==> config.mk <==
export PLATFORM = sky130hd
export DESIGN_NAME = seg_bcd_encoder
export DESIGN_NICKNAME = d
export VERILOG_FILES = /design/src/rtl/seg_bcd_encoder.sv
export SDC_FILE = /design/constraint.sdc
export NUM_CORES = 1
export LEC_CHECK = 0
export ABC_AREA = 1
export CORE_AREA = 3 3 68 70
export CTS_CLUSTER_DIAMETER = 150
export DETAILED_ROUTE_END_ITERATION = 10
export DIE_AREA = 0 0 71 73
export DONT_BUFFER_PORTS = 1
export PLACE_DENSITY = 0.73
export SLEW_MARGIN = 10
export SYNTH_ARGS = -nofsm -noshare
export SYNTH_HDL_FRONTEND = slang
export SYNTH_SLANG_ARGS = --single-unit
==> constraint.sdc <==
create_clock -name clk -period 3.4 [get_ports clk]
set_input_delay 0.51 -clock clk [delete_from_list [all_inputs] [get_ports clk]]
set_output_delay 0.51 -clock clk [all_outputs]
set_load 0.01 [all_outputs]
==> src/rtl/seg_bcd_encoder.sv <==
// Two-digit BCD display encoder: accepts a 7-bit value over valid/ready, converts it
// with a sequential double-dabble engine and holds the packed seven-segment word.
module seg_bcd_encoder #(
  parameter bit BLANK_LZ = 1'b1
) (
  input  logic        clk,
  input  logic        rst,
  input  logic        in_valid,
  input  logic [6:0]  in_value,
  output logic        in_ready,
  output logic [13:0] both7seg,
  output logic        out_valid
);

  localparam int unsigned VAL_W = 7;
  localparam int unsigned BCD_W = 8;
  localparam int unsigned SEG_W = 7;
  localparam int unsigned CNT_W = 3;
  localparam logic [CNT_W-1:0] LAST_SHIFT = CNT_W'(VAL_W - 1);
  localparam logic [VAL_W-1:0] MAX_SHOWN  = VAL_W'(99);
  localparam logic [SEG_W-1:0] SEG_DASH   = 7'h40;
  localparam logic [SEG_W-1:0] SEG_BLANK  = 7'h00;

  typedef enum logic [1:0] {
    IDLE   = 2'd0,
    SHIFT  = 2'd1,
    ENCODE = 2'd2
  } state_e;

  state_e               state_q, state_d;
  logic [VAL_W-1:0]     sh_q, sh_d;
  logic [BCD_W-1:0]     bcd_q, bcd_d;
  logic [BCD_W-1:0]     bcd_adj;
  logic [CNT_W-1:0]     cnt_q, cnt_d;
  logic                 ovf_q, ovf_d;
  logic                 in_ready_q, in_ready_d;
  logic [2*SEG_W-1:0]   both7seg_q, both7seg_d;
  logic                 out_valid_q, out_valid_d;

  // Segment order g,f,e,d,c,b,a, active-high.
  function automatic logic [SEG_W-1:0] seg_of(input logic [3:0] d);
    case (d)
      4'd0:    seg_of = 7'h3F;
      4'd1:    seg_of = 7'h06;
      4'd2:    seg_of = 7'h5B;
      4'd3:    seg_of = 7'h4F;
      4'd4:    seg_of = 7'h66;
      4'd5:    seg_of = 7'h6D;
      4'd6:    seg_of = 7'h7D;
      4'd7:    seg_of = 7'h07;
      4'd8:    seg_of = 7'h7F;
      4'd9:    seg_of = 7'h6F;
      default: seg_of = SEG_DASH;
    endcase
  endfunction

  // Nibble correction stays within 4 bits; no carry into the neighbour.
  function automatic logic [3:0] add3(input logic [3:0] n);
    add3 = (n >= 4'd5) ? n + 4'd3 : n;
  endfunction

  always_comb begin
    state_d     = state_q;
    sh_d        = sh_q;
    bcd_d       = bcd_q;
    cnt_d       = cnt_q;
    ovf_d       = ovf_q;
    both7seg_d  = both7seg_q;
    out_valid_d = 1'b0;
    bcd_adj     = {add3(bcd_q[7:4]), add3(bcd_q[3:0])};

    case (state_q)
      IDLE: begin
        if (in_valid && in_ready_q) begin
          sh_d    = in_value;
          bcd_d   = '0;
          ovf_d   = (in_value > MAX_SHOWN);
          cnt_d   = '0;
          state_d = SHIFT;
        end
      end
      SHIFT: begin
        {bcd_d, sh_d} = {bcd_adj, sh_q} << 1;
        if (cnt_q == LAST_SHIFT) begin
          state_d = ENCODE;
        end else begin
          cnt_d = cnt_q + CNT_W'(1);
        end
      end
      ENCODE: begin
        if (ovf_q) begin
          both7seg_d = {SEG_DASH, SEG_DASH};
        end else begin
          both7seg_d[6:0]  = seg_of(bcd_q[3:0]);
          both7seg_d[13:7] = (BLANK_LZ && (bcd_q[7:4] == 4'd0)) ? SEG_BLANK : seg_of(bcd_q[7:4]);
        end
        out_valid_d = 1'b1;
        state_d     = IDLE;
      end
      default: state_d = IDLE;
    endcase

    in_ready_d = (state_d == IDLE);
  end

  always_ff @(posedge clk) begin
    if (rst) begin
      state_q     <= IDLE;
      sh_q        <= '0;
      bcd_q       <= '0;
      cnt_q       <= '0;
      ovf_q       <= 1'b0;
      in_ready_q  <= 1'b1;
      both7seg_q  <= '0;
      out_valid_q <= 1'b0;
    end else begin
      state_q     <= state_d;
      sh_q        <= sh_d;
      bcd_q       <= bcd_d;
      cnt_q       <= cnt_d;
      ovf_q       <= ovf_d;
      in_ready_q  <= in_ready_d;
      both7seg_q  <= both7seg_d;
      out_valid_q <= out_valid_d;
    end
  end

  assign in_ready  = in_ready_q;
  assign both7seg  = both7seg_q;
  assign out_valid = out_valid_q;

endmodule

==> metrics.log, run 1 <==
[metrics] crit start category: flop
[metrics] number of iterations in the first detailed-routing pass: 4
[metrics] crit path time final: 2.10 ns
[metrics] antenna cell count: 0
[metrics] total half-perimeter wirelength after legalization and detailed placement: about 3300 um
[metrics] placement-stage worst setup slack: 1.28 ns
[metrics] Post-Synthesis Cells: around 320
[metrics] final-report setup violation count: 0
[metrics] die width: 71 um
[metrics] fill cell total of the finished layout: roughly 380
[metrics] library cells used by synthesis: 31
[metrics] routed vias: 1925
[metrics] P&R area growth vs syn: 5.87%
[metrics] sequential share of the synthesized area: 0.427
[metrics] largest voltage drop on the vdd net: around 0.00026 V
[metrics] number of design rule violations left after detail routing: 0
[metrics] per-cell routed wire length: approximately 12 um
[metrics] via count of the first global-routing pass: between 1500 and 2000
[metrics] die height: around 73 um
[metrics] FMAX: ~480 MHz
[metrics] DRC violation total after the first TritonRoute iteration: 97
[metrics] maximum count of clock buffers along a single path: 2
[metrics] syn nets: 346
[metrics] hold violation total from the final report: 0
[metrics] power density normalized to cell area: 451 mW/mm2
[metrics] headroom to the max-slew limit: 0.744
[metrics] overall track demand over capacity in global routing: 0.186
[metrics] Post-CTS Hold Buffers: 0
[metrics] kind of critical path: reg -> reg
[metrics] antenna viol nets, final: 0
[metrics] via count normalized by instance count: 5.23
[metrics] io pins: 26
[metrics] number of sinks on the clock net: 51
[metrics] #FFs+latches synth: 51
[metrics] Layout Nets: 346
[metrics] floorplan row count: 23
[metrics] sum of negative setup slack: 0 ns
[metrics] Leakage Power: 1.17 nW
[metrics] mean instance size in the synthesized netlist: 7.51 um2
[metrics] CP Capture Type: flop
[metrics] Max-Cap Viols: 0
[metrics] period utilisation layout: 0.619
[metrics] area of the mapped netlist: about 0.0024 mm2
[metrics] CTS tree: yes
[metrics] class of the most critical hold timing path: in -> reg
[metrics] fraction of final layout cells sized beyond drive strength 1: 0.0912
[metrics] Total Routed Length: 4400 um
[metrics] Post-CTS Setup Inserts: 0
[metrics] initial antenna violation count: 0
[metrics] final setup skew: 0.00529 ns
[metrics] depth of the CTS H-tree: 2
[metrics] CP max FO: 6
[metrics] Overflow after GRT: 0
[metrics] transition time of the tightest slew-check pin: 0.380 ns
[metrics] global-route wire length before repair: 7820 um
[metrics] weighted congestion at the end of routability-driven global placement: 0.793
[metrics] master cell of the clock root buffer: sky130_fd_sc_hd__clkbuf_8
[metrics] largest net degree at the start of global routing: 21
[metrics] outcome: complete, no violations
[metrics] clock latency reported for the late side of the worst-skew pair: 0.30 ns
[metrics] area of the placeable core: 0.00403 mm2
[metrics] critical path required time: 3.65 ns
[metrics] Die Area: 0.00518 mm2
[metrics] post-cts resize count: 0
[metrics] CTS buffer count: 5
[metrics] post-CTS clock slew at the launch and capture registers of the worst setup and hold paths: 0.09 ns
[metrics] total of buffers placed on input and output ports: 0
[metrics] minimum setup slack in the final design: around 1.3 ns
[metrics] effective utilization at floorplan: 0.593
[metrics] Arrival @ worst endpoint: 2.35 ns
[metrics] final max-slew violation count: 0
[metrics] total number of yosys warnings: 0
[metrics] setup repair after global routing missed its margin: false
==> stage by stage <==
step	cells	hold WS [ns]	utilization	cell area (um2)	total power, mW
global route	368	0.255	0.628	2530	1.19
floorplan	318	0.424	-	2390	0.733
detailed placement	361	0.430	0.601	2420	0.752
finish	368	0.268	0.628	2530	1.14
CTS	368	0.258	0.628	2530	1.15
global placement	361	0.425	0.601	2420	0.749
==> logic make-up after synthesis <==
logic type,Yosys count,synth area share
buffers and inverters,47,0.0765
adder cells (fa/ha/maj),18,0.0943
AO/OA/AOI/OAI,44,0.105
flip-flops,51,0.427
AND/OR/NAND/NOR,158,0.296
==> worst paths after layout <==
kind	startpoint	endpoint	slack (ns)	cells past startpoint
hold reg to reg	flop	both7seg[7]	0.44	2
setup / recovery	bcd_q[0]	flop	1.30	15
hold / removal	rst	both7seg[5]	0.27	1
setup reg to reg	bcd_q[0]	flop	1.30	15
==> Yosys cell counts, drive strengths merged <==
| cell | instances | area (um2) |
|---|---|---|
| and2 | 3 | 18.8 |
| dfxtp | 51 | 1020 |
| nand4 | 5 | 31.3 |
| and3 | 1 | 6.26 |
| nor2 | 9 | 56.3 |
| nand2 | 110 | 430 |
| a31oi | 6 | 37.5 |
| buf | 5 | 25.0 |
| o21ai | 15 | 82.6 |
| a21oi | 18 | 93.8 |
| inv | 38 | 143 |
| clkinv | 1 | 3.75 |
| nor3 | 3 | 15.0 |
| a211oi | 2 | 15.0 |
| clkbuf | 3 | 11.3 |
| nand3 | 25 | 135 |
| o22ai | 1 | 6.26 |
| o311ai | 1 | 8.76 |
| o31ai | 1 | 7.51 |
| ha | 18 | 225 |
| nand3b | 2 | 15.0 |
==> worst max-delay path: stages (launching register included) <==
cell	delay [ns]
sky130_fd_sc_hd__dfxtp_1	0.39
sky130_fd_sc_hd__inv_1	0.09
sky130_fd_sc_hd__ha_1	0.20
sky130_fd_sc_hd__inv_1	0.07
sky130_fd_sc_hd__nand2_1	0.09
sky130_fd_sc_hd__nand3_1	0.14
sky130_fd_sc_hd__nand2_1	0.06
sky130_fd_sc_hd__o21ai_1	0.18
sky130_fd_sc_hd__nand2_1	0.17
sky130_fd_sc_hd__inv_1	0.12
sky130_fd_sc_hd__ha_1	0.23
sky130_fd_sc_hd__inv_1	0.05
sky130_fd_sc_hd__nand3_1	0.08
sky130_fd_sc_hd__nand2_1	0.08
sky130_fd_sc_hd__nand2_1	0.05
sky130_fd_sc_hd__nand2_1	0.05
==> report_power, final <==
| part | leakage (nW) | internal, mW | total, mW | switching (mW) |
|---|---|---|---|---|
| sequential | 0.416 | 0.624 | 0.638 | 0.0141 |
| clock | 0.0502 | 0.215 | 0.402 | 0.187 |
| combinational | 0.704 | 0.0317 | 0.0993 | 0.0676 |
| total | 1.17 | 0.871 | 1.14 | 0.269 |
==> final cells by class <==
cell class / instances / area [um2] / share of cell area
multi-input combinational: 220 / 1180 / 0.469
sequential: 51 / 1020 / 0.404
clock inverter: 2 / 37.5 / 0.0148
clock buffer: 5 / 68.8 / 0.0272
timing repair buffer: 1 / 7.51 / 0.00297
inverter: 39 / 146 / 0.0579
tap: 50 / 62.6 / 0.0247
==> per-layer routing <==
layer / vias to the layer above / part of all wire / GRT usage
met5: - / 0 / 0
met4: 0 / 0.014 / 0.0668
met3: 7 / 0.032 / 0.0413
met2: 31 / 0.48 / 0.332
met1: 873 / 0.47 / 0.220
li1: 1014 / - / -
==> cell usage in the layout, fill, tap and decap left out, drive strengths merged <==
| cell type | n |
|---|---|
| clkinvlp | 1 |
| and2 | 3 |
| o311ai | 1 |
| clkinv | 1 |
| nand3b | 2 |
| nand4 | 5 |
| a21oi | 18 |
| buf | 1 |
| inv | 38 |
| clkbuf | 5 |
| and3 | 1 |
| a31oi | 6 |
| nand3 | 25 |
| o31ai | 1 |
| nor2 | 9 |
| ha | 18 |
| dfxtp | 51 |
| bufinv | 1 |
| nand2 | 110 |
| nor3 | 3 |
| o21ai | 15 |
| a211oi | 2 |
| o22ai | 1 |
(Power assumes the default switching activity.)
==> run 2: changes to the inputs <==
--- a/config.mk
+++ b/config.mk
@@ -6,12 +6,12 @@
 export NUM_CORES = 1
 export LEC_CHECK = 0
 export ABC_AREA = 1
-export CORE_AREA = 3 3 68 70
+export CORE_AREA = 3 3 70 72
 export CTS_CLUSTER_DIAMETER = 150
 export DETAILED_ROUTE_END_ITERATION = 10
-export DIE_AREA = 0 0 71 73
+export DIE_AREA = 0 0 73 75
 export DONT_BUFFER_PORTS = 1
-export PLACE_DENSITY = 0.73
+export PLACE_DENSITY = 0.72
 export SLEW_MARGIN = 10
 export SYNTH_ARGS = -nofsm -noshare
 export SYNTH_HDL_FRONTEND = slang
==> constraint.sdc (replaced) <==
create_clock -name clk -period 1.79 [get_ports clk]
set_input_delay 0.2685 -clock clk [delete_from_list [all_inputs] [get_ports clk]]
set_output_delay 0.2685 -clock clk [all_outputs]
set_load 0.01 [all_outputs]
==> run 2 against run 1 <==
The run now ends with setup timing left. Global-route usage grew 0.34 points. Combinational power grew 150%. Register-to-register slack lost 1.3 ns. Critical path type unchanged. Highest routed layer unchanged.
==> metrics.log, run 2 (same netlist as run 1, synthesis figures left out) <==
[metrics] area of the placeable core: 0.00435 mm2 (was 0.00403 mm2)
[metrics] die width: 73 um (was 71 um)
[metrics] crit path time final: 1.83 ns (was 2.10 ns)
[metrics] minimum setup slack in the final design: -0.0428 ns (was 1.30 ns)
[metrics] global-route wire length before repair: 8080 um (was 7820 um)
[metrics] Worst Hold End: both7seg[3] (was both7seg[5])
[metrics] transition time of the tightest slew-check pin: 0.514 ns (was 0.380 ns)
[metrics] antenna cell count: 0 (unchanged)
[metrics] fill cell total of the finished layout: 366 (was 378)
[metrics] die height: 75 um (was 73 um)
[metrics] CTS tree: yes (unchanged)
[metrics] critical path required time: 2.00 ns (was 3.65 ns)
[metrics] Post-CTS Hold Buffers: 0 (unchanged)
[metrics] post-CTS clock slew at the launch and capture registers of the worst setup and hold paths: 0.09 ns (about the same)
[metrics] effective utilization at floorplan: 0.549 (was 0.593)
[metrics] initial antenna violation count: 0 (unchanged)
[metrics] CP most frequent cell: sky130_fd_sc_hd__nand2_1 (unchanged)
[metrics] Reg2Reg Setup Slack: -0.04 ns (was 1.30 ns)
[metrics] Placed Cells: 386 (was 361)
[metrics] final core area utilization: 0.665 (was 0.628)
[metrics] kind of critical path: reg -> reg (unchanged)
[metrics] headroom to the max-slew limit: 0.653 (was 0.744)
[metrics] Die Area: 0.00548 mm2 (was 0.00518 mm2)
[metrics] depth of the CTS H-tree: 2 (unchanged)
[metrics] violated checks: setup timing
[metrics] sum of negative setup slack: -0.140 ns (was 0 ns)
[metrics] largest voltage drop on the vdd net: 0.000460 V (was 0.000259 V)
[metrics] antenna viol nets, final: 0 (unchanged)
[metrics] beginning of the worst register-to-register path: bcd_q[0] (unchanged)
[metrics] setup repair after global routing missed its margin: true (was false)
[metrics] total of buffers placed on input and output ports: 0 (unchanged)
[metrics] FMAX: 546 MHz (was 475 MHz)
[metrics] Leakage Power: 1.34 nW (was 1.17 nW)
[metrics] final max-slew violation count: 0 (unchanged)
[metrics] startpoint of the most critical hold path: rst (unchanged)
[metrics] class of the most critical hold timing path: in -> reg (unchanged)
[metrics] CP max FO: 4 (was 6)
[metrics] via count of the first global-routing pass: 1888 (was 1829)
[metrics] number of iterations in the first detailed-routing pass: 4 (unchanged)
[metrics] P&R area growth vs syn: 21.2% (was 5.87%)
[metrics] floorplan row count: 24 (was 23)
[metrics] Power Total: 2.23 mW (was 1.14 mW)
[metrics] total half-perimeter wirelength after legalization and detailed placement: 3340 um (was 3250 um)
[metrics] Total Routed Length: 4960 um (was 4400 um)
[metrics] CP peak stage delay: 0.37 ns (was 0.39 ns)
[metrics] summed area of non-filler cells in the final layout: 0.00289 mm2 (was 0.00253 mm2)
[metrics] buffering stage count on the worst path with inverters included: 4 (unchanged)
[metrics] power density normalized to cell area: 770 mW/mm2 (was 451 mW/mm2)
[metrics] hold violation total from the final report: 0 (unchanged)
[metrics] period utilisation layout: 1.02 (was 0.619)
[metrics] clock latency reported for the late side of the worst-skew pair: 0.30 ns (about the same)
[metrics] via count normalized by instance count: 5.16 (was 5.23)
[metrics] CTS buffer count: 5 (unchanged)
[metrics] length in cells of the worst reg-to-reg path: 16 (was 15)
[metrics] crit start category: flop (unchanged)
[metrics] CP Capture Type: flop (unchanged)
[metrics] io pins: 26 (unchanged)
[metrics] fraction of final layout cells sized beyond drive strength 1: 0.261 (was 0.0912)
[metrics] CP max stage cell: sky130_fd_sc_hd__dfxtp_4 (was sky130_fd_sc_hd__dfxtp_1)
[metrics] number of sinks on the clock net: 51 (unchanged)
[metrics] number of design rule violations left after detail routing: 0 (unchanged)
[metrics] Max-Cap Viols: 0 (unchanged)
[metrics] Overflow after GRT: 0 (unchanged)
[metrics] top cell family by delay on the critical path: simple AND/OR/NAND/NOR gates (unchanged)
[metrics] final-report setup violation count: 7 (was 0)
[metrics] placement-stage cell area: 0.00261 mm2 (was 0.00242 mm2)
[metrics] Layout Nets: 373 (was 346)
[metrics] final std cells w/o fill: 397 (was 368)
[metrics] maximum count of clock buffers along a single path: 2 (unchanged)
[metrics] routed vias: 2049 (was 1925)
[metrics] most common library cell in the layout ignoring fill and taps: sky130_fd_sc_hd__nand2_1 (unchanged)
[metrics] weighted congestion at the end of routability-driven global placement: 0.803 (was 0.793)
[metrics] outcome: complete, but fails checks (was complete, no violations)
[metrics] leading cell types in the layout, fill and taps excluded: sky130_fd_sc_hd__nand2_1 (98), sky130_fd_sc_hd__dfxtp_1 (46), sky130_fd_sc_hd__buf_4 (26) (was sky130_fd_sc_hd__nand2_1 (105), sky130_fd_sc_hd__dfxtp_1 (51), sky130_fd_sc_hd__inv_1 (30))
[metrics] master cell of the clock root buffer: sky130_fd_sc_hd__clkbuf_8 (unchanged)
[metrics] per-cell routed wire length: 12.5 um (was 12.0 um)
[metrics] crit-path cells: inv_4, ha_4, inv_4, nand2_4, nand3_4, nand2_1, nand2_1, o21ai_2, nand2_2, inv_1, ha_1, inv_1, nand3_1, nand2_1, nand2_1, nand2_1 (was inv_1, ha_1, inv_1, nand2_1, nand3_1, nand2_1, o21ai_1, nand2_1, inv_1, ha_1, inv_1, nand3_1, nand2_1, nand2_1, nand2_1)
[metrics] largest net degree at the start of global routing: 21 (unchanged)
[metrics] Arrival @ worst endpoint: 2.04 ns (was 2.35 ns)
[metrics] final setup skew: 0.00602 ns (was 0.00529 ns)
[metrics] stages on the worst setup path: 16 (was 15)
[metrics] number of stages on the worst hold path: 1 (unchanged)
[metrics] overall track demand over capacity in global routing: 0.190 (was 0.186)
[metrics] DRC violation total after the first TritonRoute iteration: 93 (was 97)
==> run 2: layout make-up <==
cell class | instances | area, um2 | area share
timing repair buffer | 28 | 218 | 0.0752
clock buffer | 5 | 68.8 | 0.0238
multi-input combinational | 220 | 1320 | 0.456
inverter | 39 | 156 | 0.0540
sequential | 51 | 1030 | 0.356
clock inverter | 2 | 37.5 | 0.0130
tap | 52 | 65.1 | 0.0225
==> run 2: layer usage <==
layer | vias up | track usage | wire length (um)
met5 | - | 0 | 0
met4 | 0 | 0.0717 | 82
met3 | 7 | 0.0494 | 194
met2 | 35 | 0.320 | 2480
met1 | 936 | 0.233 | 2210
li1 | 1071 | - | -
==> run 2: worst max path at each step <==
stage	start	to	slack (ns)
after global placement	bcd_q[0]	flop	-0.01
after detailed placement	bcd_q[0]	flop	-0.08
after global routing	bcd_q[0]	flop	-0.21
after CTS	bcd_q[1]	flop	-0.006
final	bcd_q[0]	flop	-0.04
after floorplan	bcd_q[0]	flop	0.0004
==> run 2: metrics by stage <==
step                      setup slack [ns]  hold WS (ns)
after global routing                -0.209       0.00654
after global placement            -0.00966         0.343
final                              -0.0428        0.0219
after detailed placement           -0.0827         0.345
after floorplan                   0.000433         0.414
after CTS                         -0.00619        0.0167
==> run 2: power by group <==
group	leakage (nW)	total, mW	internal, mW	switching (mW)
logic	0.876	0.246	0.0967	0.149
clock network	0.0502	0.770	0.408	0.361
registers	0.418	1.21	1.19	0.0279
==> run 2: what timing repair did <==
item                                    4_1_cts  5_1_grt
endpoints found under the setup margin       10       14
buffers inserted                              1        3
resized for setup                            12       31
gates cloned                                  0        0
pin swaps                                     7       10
==> run 2: worst reg2reg max path: cells and delay by family (launching register included) <==
kind,cells,cell delay (ns)
buffers and inverters,4,0.26
and+or+nand+nor,9,0.63
adders and majority gates,2,0.30
AOI/OAI and AO/OA,1,0.16
DFF,1,0.37
